File: config.mk
export PLATFORM = sky130hd
export DESIGN_NAME = regfile_write_arbiter
export DESIGN_NICKNAME = d
export VERILOG_FILES = /design/src/rtl/gb_cpu_pkg.sv /design/src/rtl/round_robin_pick.sv /design/src/rtl/regfile_write_arbiter.sv
export SDC_FILE = /design/constraint.sdc
export NUM_CORES = 1
export LEC_CHECK = 0
export CAP_MARGIN = 20
export CORE_MARGIN = 3
export CORE_UTILIZATION = 39
export CTS_CLUSTER_DIAMETER = 80
export DETAILED_ROUTE_END_ITERATION = 8
export PLACE_DENSITY = 0.81
export SLEW_MARGIN = 20
export SYNTH_ARGS = -nofsm -noshare
export SYNTH_HDL_FRONTEND = slang
export SYNTH_SLANG_ARGS = --single-unit
File: constraint.sdc
create_clock -name i_Clk -period 2.5 [get_ports i_Clk]
set_clock_uncertainty 0.05 [all_clocks]
set_input_delay 0.5 -clock i_Clk [delete_from_list [all_inputs] [get_ports i_Clk]]
set_output_delay 0.5 -clock i_Clk [all_outputs]
set_load 0.005 [all_outputs]
File: src/rtl/gb_cpu_pkg.sv
// gb_cpu_pkg: shared register-file indices, pair codes and write-port constants
package gb_cpu_pkg;
  localparam logic [2:0] REG_B = 3'd0;
  localparam logic [2:0] REG_C = 3'd1;
  localparam logic [2:0] REG_D = 3'd2;
  localparam logic [2:0] REG_E = 3'd3;
  localparam logic [2:0] REG_H = 3'd4;
  localparam logic [2:0] REG_L = 3'd5;
  localparam logic [2:0] REG_A = 3'd6;
  localparam logic [2:0] REG_F = 3'd7;
  localparam logic [1:0] PAIR_BC = 2'd0;
  localparam logic [1:0] PAIR_DE = 2'd1;
  localparam logic [1:0] PAIR_HL = 2'd2;
  localparam logic [1:0] PAIR_AF = 2'd3;
  localparam int NUM_WR_REQ = 3;
  localparam logic [7:0] F_LOW_MASK = 8'hF0;
endpackage

File: src/rtl/round_robin_pick.sv
// round_robin_pick: combinational 3-way round-robin winner search starting at i_Ptr
module round_robin_pick (
  input  logic [2:0] i_Req,
  input  logic [1:0] i_Ptr,
  output logic [2:0] o_Win,
  output logic       o_Valid
);
  logic [2:0] w_Rot, w_First;
  always_comb begin
    w_Rot   = i_Ptr == 2'd1 ? {i_Req[0], i_Req[2:1]} :
              i_Ptr == 2'd2 ? {i_Req[1:0], i_Req[2]} : i_Req;
    w_First = w_Rot & (~w_Rot + 3'd1);
    o_Win   = i_Ptr == 2'd1 ? {w_First[1:0], w_First[2]} :
              i_Ptr == 2'd2 ? {w_First[0], w_First[2:1]} : w_First;
    o_Valid = |i_Req;
  end
endmodule

File: src/rtl/regfile_write_arbiter.sv
// regfile_write_arbiter: round-robin scheduler of ALU/load/IDU writes onto one registered register-file write port
module regfile_write_arbiter
  import gb_cpu_pkg::*;
(
  input  logic                    i_Clk,
  input  logic                    i_nRst,
  input  logic                    i_Enable,
  input  logic [NUM_WR_REQ-1:0]   i_Req,
  input  logic [NUM_WR_REQ-1:0]   i_Wide,
  input  logic [3*NUM_WR_REQ-1:0] i_Addr,
  input  logic [16*NUM_WR_REQ-1:0] i_Data,
  output logic [NUM_WR_REQ-1:0]   o_Gnt,
  output logic [7:0]              o_WrEn,
  output logic [7:0]              o_WrHi,
  output logic [7:0]              o_WrLo,
  output logic                    o_Busy
);
  logic [1:0] r_Ptr, w_Idx, w_NextPtr;
  logic [2:0] r_Gnt, w_Win, w_Addr;
  logic [7:0] r_WrEn, r_WrHi, r_WrLo, w_WrEn, w_Hi, w_Lo;
  logic [15:0] w_Data;
  logic r_Busy, w_Valid, w_Wide;

  round_robin_pick u_pick (
    .i_Req  (i_Req),
    .i_Ptr  (r_Ptr),
    .o_Win  (w_Win),
    .o_Valid(w_Valid)
  );

  always_comb begin
    w_Idx     = w_Win[2] ? 2'd2 : w_Win[1] ? 2'd1 : 2'd0;
    w_Addr    = i_Addr[3*w_Idx +: 3];
    w_Wide    = i_Wide[w_Idx];
    w_Data    = i_Data[16*w_Idx +: 16];
    // pair writes ignore the low address bit and strobe both halves
    w_WrEn    = w_Wide ? 8'b11 << {w_Addr[2:1], 1'b0} : 8'b1 << w_Addr;
    w_Hi      = w_Wide ? w_Data[15:8] : w_Data[7:0];
    w_Lo      = w_WrEn[REG_F] ? w_Data[7:0] & F_LOW_MASK : w_Data[7:0];
    w_NextPtr = w_Idx == 2'd2 ? 2'd0 : w_Idx + 2'd1;
  end

  always_ff @(posedge i_Clk or negedge i_nRst)
    if (!i_nRst) begin
      r_Ptr  <= '0;
      r_Gnt  <= '0;
      r_WrEn <= '0;
      r_WrHi <= '0;
      r_WrLo <= '0;
      r_Busy <= 1'b0;
    end else if (i_Enable) begin
      r_Gnt  <= w_Win;
      r_WrEn <= w_Valid ? w_WrEn : '0;
      r_Busy <= |i_Req;
      if (w_Valid) begin
        r_Ptr  <= w_NextPtr;
        r_WrHi <= w_Hi;
        r_WrLo <= w_Lo;
      end
    end else begin
      r_Gnt  <= '0;
      r_WrEn <= '0;
    end

  assign o_Gnt  = r_Gnt;
  assign o_WrEn = r_WrEn;
  assign o_WrHi = r_WrHi;
  assign o_WrLo = r_WrLo;
  assign o_Busy = r_Busy;
endmodule

==> results of run 1 <==
Yosys cell counts (2+ instances only):
cell      count  area share [%]
o221ai_1      2             1.0
o21ai_2       2             1.0
a221oi_1      3             1.6
o31ai_1       9             4.0
a211oi_1     10             4.4
o21ai_0       8             2.4
dfrtp_1      30              44
a21oi_1       5             1.5
a221oi_2      2             1.8
a21o_1        2            0.89
nand2_1      16             3.6
nand2b_1      2            0.74
or2_2         2            0.74
and2_1        4             1.5
o221ai_2      2             1.8
nor2_1        5             1.1
buf_4         3             1.3
nand3b_1      5             2.2
nor3_1        4             1.2
o31ai_2       3             2.2
and3_1        7             2.6
buf_2         4             1.2
a211oi_2      2             1.5
clkbuf_1      3            0.67
a22o_1       11             5.7
inv_1         2            0.44
worst max path at each step:
| stage | slack [ps] | to | depth (start not counted) |
|---|---|---|---|
| after floorplan | 480 | o_WrHi[2] | 9 |
| after global placement | 20 | o_WrHi[2] | 8 |
| after detailed placement | -40 | o_WrLo[3] | 7 |
| after global routing | 140 | o_WrLo[2] | 8 |
| final | 240 | o_WrLo[3] | 7 |
| after CTS | 250 | o_WrLo[3] | 7 |
worst register-to-register path, cell delays in order, from the launching register on:
cell	delay (ps)
dfrtp_1	460
or3b_1	400
o211ai_2	120
and2_4	290
a221oi_2	90
a211oi_2	370
o31ai_1	120
per-stage QoR:
step | instances | utilization (%) | setup TNS, ps | area [um2]
after detailed placement | 310 | 67.54 | -105.0 | 2760
final | 318 | 69.78 | 0 | 2851
after global placement | 310 | 67.54 | 0 | 2760
after floorplan | 162 | - | 0 | 1690
after global routing | 318 | 69.78 | 0 | 2851
after CTS | 318 | 69.78 | 0 | 2851
layer usage:
layer	vias to the layer above	share of wire (%)	track usage, %
met1	807	40	27.10
met5	-	0	0
met3	4	11	7.293
met4	0	0.82	6.263
met2	88	48	34.59
li1	844	-	-
registers in the layout (all words and copies together) (netlist names):
name,flops
o_Busy,1
o_Gnt,3
o_WrEn,8
o_WrHi,8
o_WrLo,8
r_Ptr,2
layout make-up:
| type | instances | area, um2 | share of cell area [%] |
|---|---|---|---|
| Sequential cell | 30 | 750.7 | 26.33 |
| Inverter | 2 | 7.507 | 0.2633 |
| Multi-Input combinational cell | 119 | 875.8 | 30.72 |
| Clock inverter | 1 | 5.005 | 0.1755 |
| Tap cell | 50 | 62.56 | 2.194 |
| Clock buffer | 7 | 86.33 | 3.028 |
| Timing Repair Buffer | 109 | 1064 | 37.30 |
power by group through the flow:
| stage | Clock [mW] | Sequential (mW) | Combinational (mW) |
|---|---|---|---|
| after floorplan | 0 | 0.623 | 0.312 |
| after global placement | 0 | 0.617 | 0.689 |
| after detailed placement | 0 | 0.621 | 0.695 |
| after CTS | 0.409 | 0.612 | 0.699 |
| after global routing | 0.428 | 0.623 | 0.755 |
| final | 0.394 | 0.611 | 0.692 |
logic make-up (layout without fill, tap and decap cells):
| kind of cell | count (synthesis) | count (layout) | share of synthesized area (%) |
|---|---|---|---|
| flip-flops | 30 | 30 | 44.41 |
| multiplexers | 1 | 1 | 0.8880 |
| AO/OA/AOI/OAI | 67 | 67 | 33.90 |
| buffers and inverters | 13 | 119 | 4.293 |
| XOR/XNOR | 1 | 1 | 0.5182 |
| AND/OR/NAND/NOR | 50 | 50 | 15.99 |
layout by cell type, fill, tap and decap left out, types with 3 or more instances in the layout:
cell type	n
and3_1	7
clkbuf_8	6
o31ai_1	9
a211oi_1	10
nor3_1	4
nand3b_1	5
clkdlybuf4s50_1	93
a21oi_1	5
buf_4	15
dfrtp_1	30
a22o_1	11
a221oi_1	3
o21ai_0	8
nor2_1	5
and2_1	4
nand2_1	16
==> impl_metrics.py, run 1 <==
metrics = {
    "outcome": {
        "status": "completed",
    },
    "yosys": {
        "syn_inst": 162,
        "yosysSeqAreaShare_pct": 44.41,
        "netlist_area_um2": 1690,
        "ys_ff_latch": 30,
        "syn_nets": 228,
        "ys_types": 40,
        "async_flop_share_pct": 100.0,
        "synth_ff_type": "dfrtp_1",
        "synth_area_per_cell_um2": 10.43,
        "ys_warn_count": 0,
        "synth_edf_count": 0,
    },
    "grt": {
        "antenna_found_initial": 0,
        "grt_pass1_wl_um": 8480,
        "grt_overflow": 0,
        "grt_start_max_net_pins": 31,
        "grt_pass1_vias": 1712,
        "grt_use_total_pct": 21.38,
    },
    "min_path": {
        "hold_start": "o_WrHi[4]",
        "min_path_cells": 2,
        "hold_end": "o_WrHi[4]",
        "hold_class": "register to register",
    },
    "critical_path": {
        "cpMaxStageDelayCell": "clkdlybuf4s50_1",
        "worstReg2RegEnd": "o_WrLo[3]",
        "worstSetupPathType": "input port to register",
        "crit_path_end_kind": "register",
        "cp-start-kind": "input port",
        "rr_startpoint": "r_Ptr[1]",
        "r2r_setup_slack_ps": 470,
        "crit_chain": "clkdlybuf4s50_1 -> or3b_1 -> o211ai_2 -> and2_4 -> a221oi_2 -> a211oi_2 -> o31ai_1",
        "required_ps": 2600,
        "cp-startpoint": "i_Req[1]",
        "crit_fanout": 12,
        "r2r_cells": 6,
        "worst-path-buf-inv": 1,
        "max_stage_delay_ps": 450,
        "worstPathArrival_ps": 2360,
        "critical_path.top_delay_family": "compound AO/OA/AOI/OAI gates",
    },
    "floorplanning": {
        "row_count": 23,
        "die_x_um": 71.84,
        "core-area_um2": 4086,
        "die_area_um2": 5160,
        "die-height_um": 71.84,
        "start_util_pct": 41.37,
        "pin_count": 94,
    },
    "timing": {
        "setup_violations": 0,
        "fin_crit_ps": 2256,
        "slew_violations": 0,
        "hold_viol_final": 0,
        "fin_hold_ws_ps": 425.9,
        "finalCritPeriodShare_pct": 90.23,
        "fmax_ghz": 0.4433,
        "grt_setup_unrepaired": "false",
        "relSlewSlack_pct": 70.66,
        "setup_slack_ps": 244.4,
        "worst-slew-pin-transition_ps": 440.1,
    },
    "cells_and_area": {
        "diodes": 0,
        "layout-drive-gt1-share_pct": 16.04,
        "nets": 333,
        "areaGrowthSynthToFinish_pct": 68.69,
        "nFillCells": 340,
    },
    "power_and_ir_drop": {
        "total_power_mw": 1.697,
        "p_clk_share_pct": 23.2,
        "p_comb_share_pct": 40.8,
        "ir_drop_mv": 0.3185,
        "seqPwrFrac_pct": 36.0,
        "switchingPower_uw": 503.8,
        "p_leak_nw": 1.198,
        "swShare_pct": 29.68,
        "powerDensity_nw_per_um2": 595.2,
        "internal-power_mw": 1.193,
    },
    "place": {
        "dp_hpwl_um": 4005,
        "place_ws_ps": -37.68,
        "gp_congestion": 0.7942,
        "portBuffers": 93,
    },
    "clock_network": {
        "cts_buffer_depth": 2,
        "cts_hold_buf": 0,
        "cts_sinks": 30,
        "post_cts_buffers": 0,
        "cts_resized": 0,
        "cts_max_level": 2,
        "clockRootBuffer": "clkbuf_8",
        "clk_pin_slew_ps": 60,
        "cts_buffers": 5,
        "clk_latency_ps": 280,
        "cts_tree": "built",
    },
    "detailed_routing": {
        "num_vias": 1743,
        "via_per_inst": 5.481,
        "drcViolationCount": 0,
        "wl_um": 5130,
        "antenna_left": 0,
        "wl_per_cell_um": 16.13,
        "drtIter0Drc": 114,
        "dr.pass1.iters": 4,
    },
    "run": {
        "drv_cap": 0,
    },
}
Note: power is estimated with default switching activity, not from simulation.
==> inputs of run 2 (changes only) <==
==> constraint.sdc (replaced) <==
create_clock -name i_Clk -period 2.5 [get_ports i_Clk]
set_clock_uncertainty 0.05 [all_clocks]
set_input_delay 0.25 -clock i_Clk [delete_from_list [all_inputs] [get_ports i_Clk]]
set_output_delay 0.25 -clock i_Clk [all_outputs]
set_load 0.005 [all_outputs]
==> impl_metrics.py, run 2 (synthesized netlist as in run 1, its figures left out) <==
metrics = {
    "critical_path": {
        "crit_chain": "nor2b_1 -> o21ai_1 -> and2_1 -> a22o_1 -> a211oi_1 -> o31ai_1",
        "worstSetupPathType": "register to register",
        "required_ps": 2630,
        "cp-start-kind": "register",
        "worstReg2RegEnd": "o_WrHi[7]",
        "crit_path_end_kind": "register",
        "rr_startpoint": "r_Ptr[0]",
        "cpMaxStageDelayCell": "o21ai_1",
        "worstPathArrival_ps": 2320,
        "crit_fanout": 11,
        "r2r_cells": 6,
        "r2r_setup_slack_ps": 310,
        "max_stage_delay_ps": 500,
        "cp-startpoint": "r_Ptr[0]",
    },
    "timing": {
        "slew_violations": 0,
        "fin_hold_ws_ps": 328.7,
        "setup_violations": 0,
        "fmax_ghz": 0.4577,
        "fin_tns_setup_ps": 0,
        "fin_crit_ps": 2185,
        "worst-slew-pin-transition_ps": 625.3,
        "finalCritPeriodShare_pct": 87.40,
        "grt_setup_unrepaired": "false",
        "relSlewSlack_pct": 58.04,
        "hold_viol_final": 0,
    },
    "outcome": {
        "status": "completed",
    },
    "clock_network": {
        "cts_sinks": 30,
        "clk_pin_slew_ps": 60,
        "cts_hold_buf": 0,
        "post_cts_buffers": 0,
        "cts_resized": 0,
        "cts_buffers": 5,
        "clk_latency_ps": 270,
        "cts_buffer_depth": 2,
        "clockRootBuffer": "clkbuf_8",
        "cts_max_level": 2,
        "cts_tree": "built",
    },
    "cells_and_area": {
        "final_cells": 312,
        "final_common_cell": "clkdlybuf4s50_1",
        "areaGrowthSynthToFinish_pct": 65.29,
        "layout-drive-gt1-share_pct": 14.12,
        "multi_input_area_um2": 875.8,
        "layout_common_cells": "clkdlybuf4s50_1 (93), dfrtp_1 (30), nand2_1 (16)",
        "nets": 327,
        "nFillCells": 324,
        "final_cell_area_um2": 2794,
        "regArea_um2": 750.7,
        "diodes": 0,
    },
    "power_and_ir_drop": {
        "total_power_mw": 1.664,
        "powerDensity_nw_per_um2": 595.6,
        "swShare_pct": 29.72,
        "switchingPower_uw": 494.7,
        "seqPwrFrac_pct": 36.8,
        "ir_drop_mv": 0.2929,
        "p_comb_share_pct": 39.7,
        "p_clk_share_pct": 23.5,
        "internal-power_mw": 1.169,
        "p_leak_nw": 1.165,
    },
    "floorplanning": {
        "row_count": 23,
        "die_x_um": 71.84,
        "start_util_pct": 41.37,
        "die_area_um2": 5160,
        "die-height_um": 71.84,
        "core-area_um2": 4086,
        "pin_count": 94,
    },
    "place": {
        "portBuffers": 93,
        "dp_hpwl_um": 3903,
        "dp.cells": 304,
        "gp_congestion": 0.8500,
        "postPlaceCellArea_um2": 2703,
    },
    "detailed_routing": {
        "wl_per_cell_um": 16.05,
        "via_per_inst": 5.420,
        "wl_um": 5007,
        "antenna_left": 0,
        "dr.pass1.iters": 4,
        "drtIter0Drc": 81,
        "num_vias": 1691,
        "drcViolationCount": 0,
    },
    "grt": {
        "grt_use_total_pct": 20.29,
        "grt_start_max_net_pins": 31,
        "grt_overflow": 0,
        "grt_pass1_vias": 1682,
        "antenna_found_initial": 0,
        "grt_pass1_wl_um": 8169,
    },
    "run": {
        "drv_cap": 0,
    },
    "min_path": {
        "hold_class": "input port to async pin",
    },
}
==> run 2: layout make-up <==
class	count	area share, %
repair buffers	103	36.01
multi-input cells	119	31.35
flip-flops and latches	30	26.87
clock buffers	7	3.090
well taps	50	2.239
inverters	2	0.2687
clock inverters	1	0.1791
==> run 2: worst max-delay path: cells and delay by family, from the launching register on <==
kind / cells / cell delay, ps
AOI/OAI and AO/OA: 4 / 1030
DFF: 1 / 450
and+or+nand+nor: 2 / 550
==> run 2: per-layer routing <==
layer	track usage, %	share of wire (%)	wire, um	up-vias
met5	0	0	0	-
met3	5.610	9.9	495	5
met4	3.758	0.72	36	0
met1	27.26	42	2083	782
li1	-	-	-	825
met2	33.06	48	2392	79
==> run 2: how the worst max path moves through the flow <==
| stage | end | slack, ps |
|---|---|---|
| 4_1_cts | o_WrHi[7] | 30 |
| 3_3_place_gp | o_WrLo[3] | -130 |
| 2_1_floorplan | o_WrHi[1] | 660 |
| 3_5_place_dp | o_WrHi[6] | -220 |
| 6_report | o_WrHi[7] | 310 |
| 5_1_grt | o_WrHi[5] | 110 |
==> run 2: power by group through the flow <==
stage | sequential (mW) | combinational, mW | clock, mW
after floorplan | 0.623 | 0.312 | 0
after global placement | 0.619 | 0.655 | 0
after detailed placement | 0.621 | 0.662 | 0
after CTS | 0.613 | 0.668 | 0.402
after global routing | 0.621 | 0.722 | 0.422
final | 0.612 | 0.660 | 0.392
==> run 2: metrics by stage <==
step | worst slack [ps] | util [%]
4_1_cts | 25.21 | 68.37
3_3_place_gp | -130.8 | 66.14
5_1_grt | 106.0 | 68.37
3_5_place_dp | -223.6 | 66.14
6_report | 314.9 | 68.37
2_1_floorplan | 657.4 | -
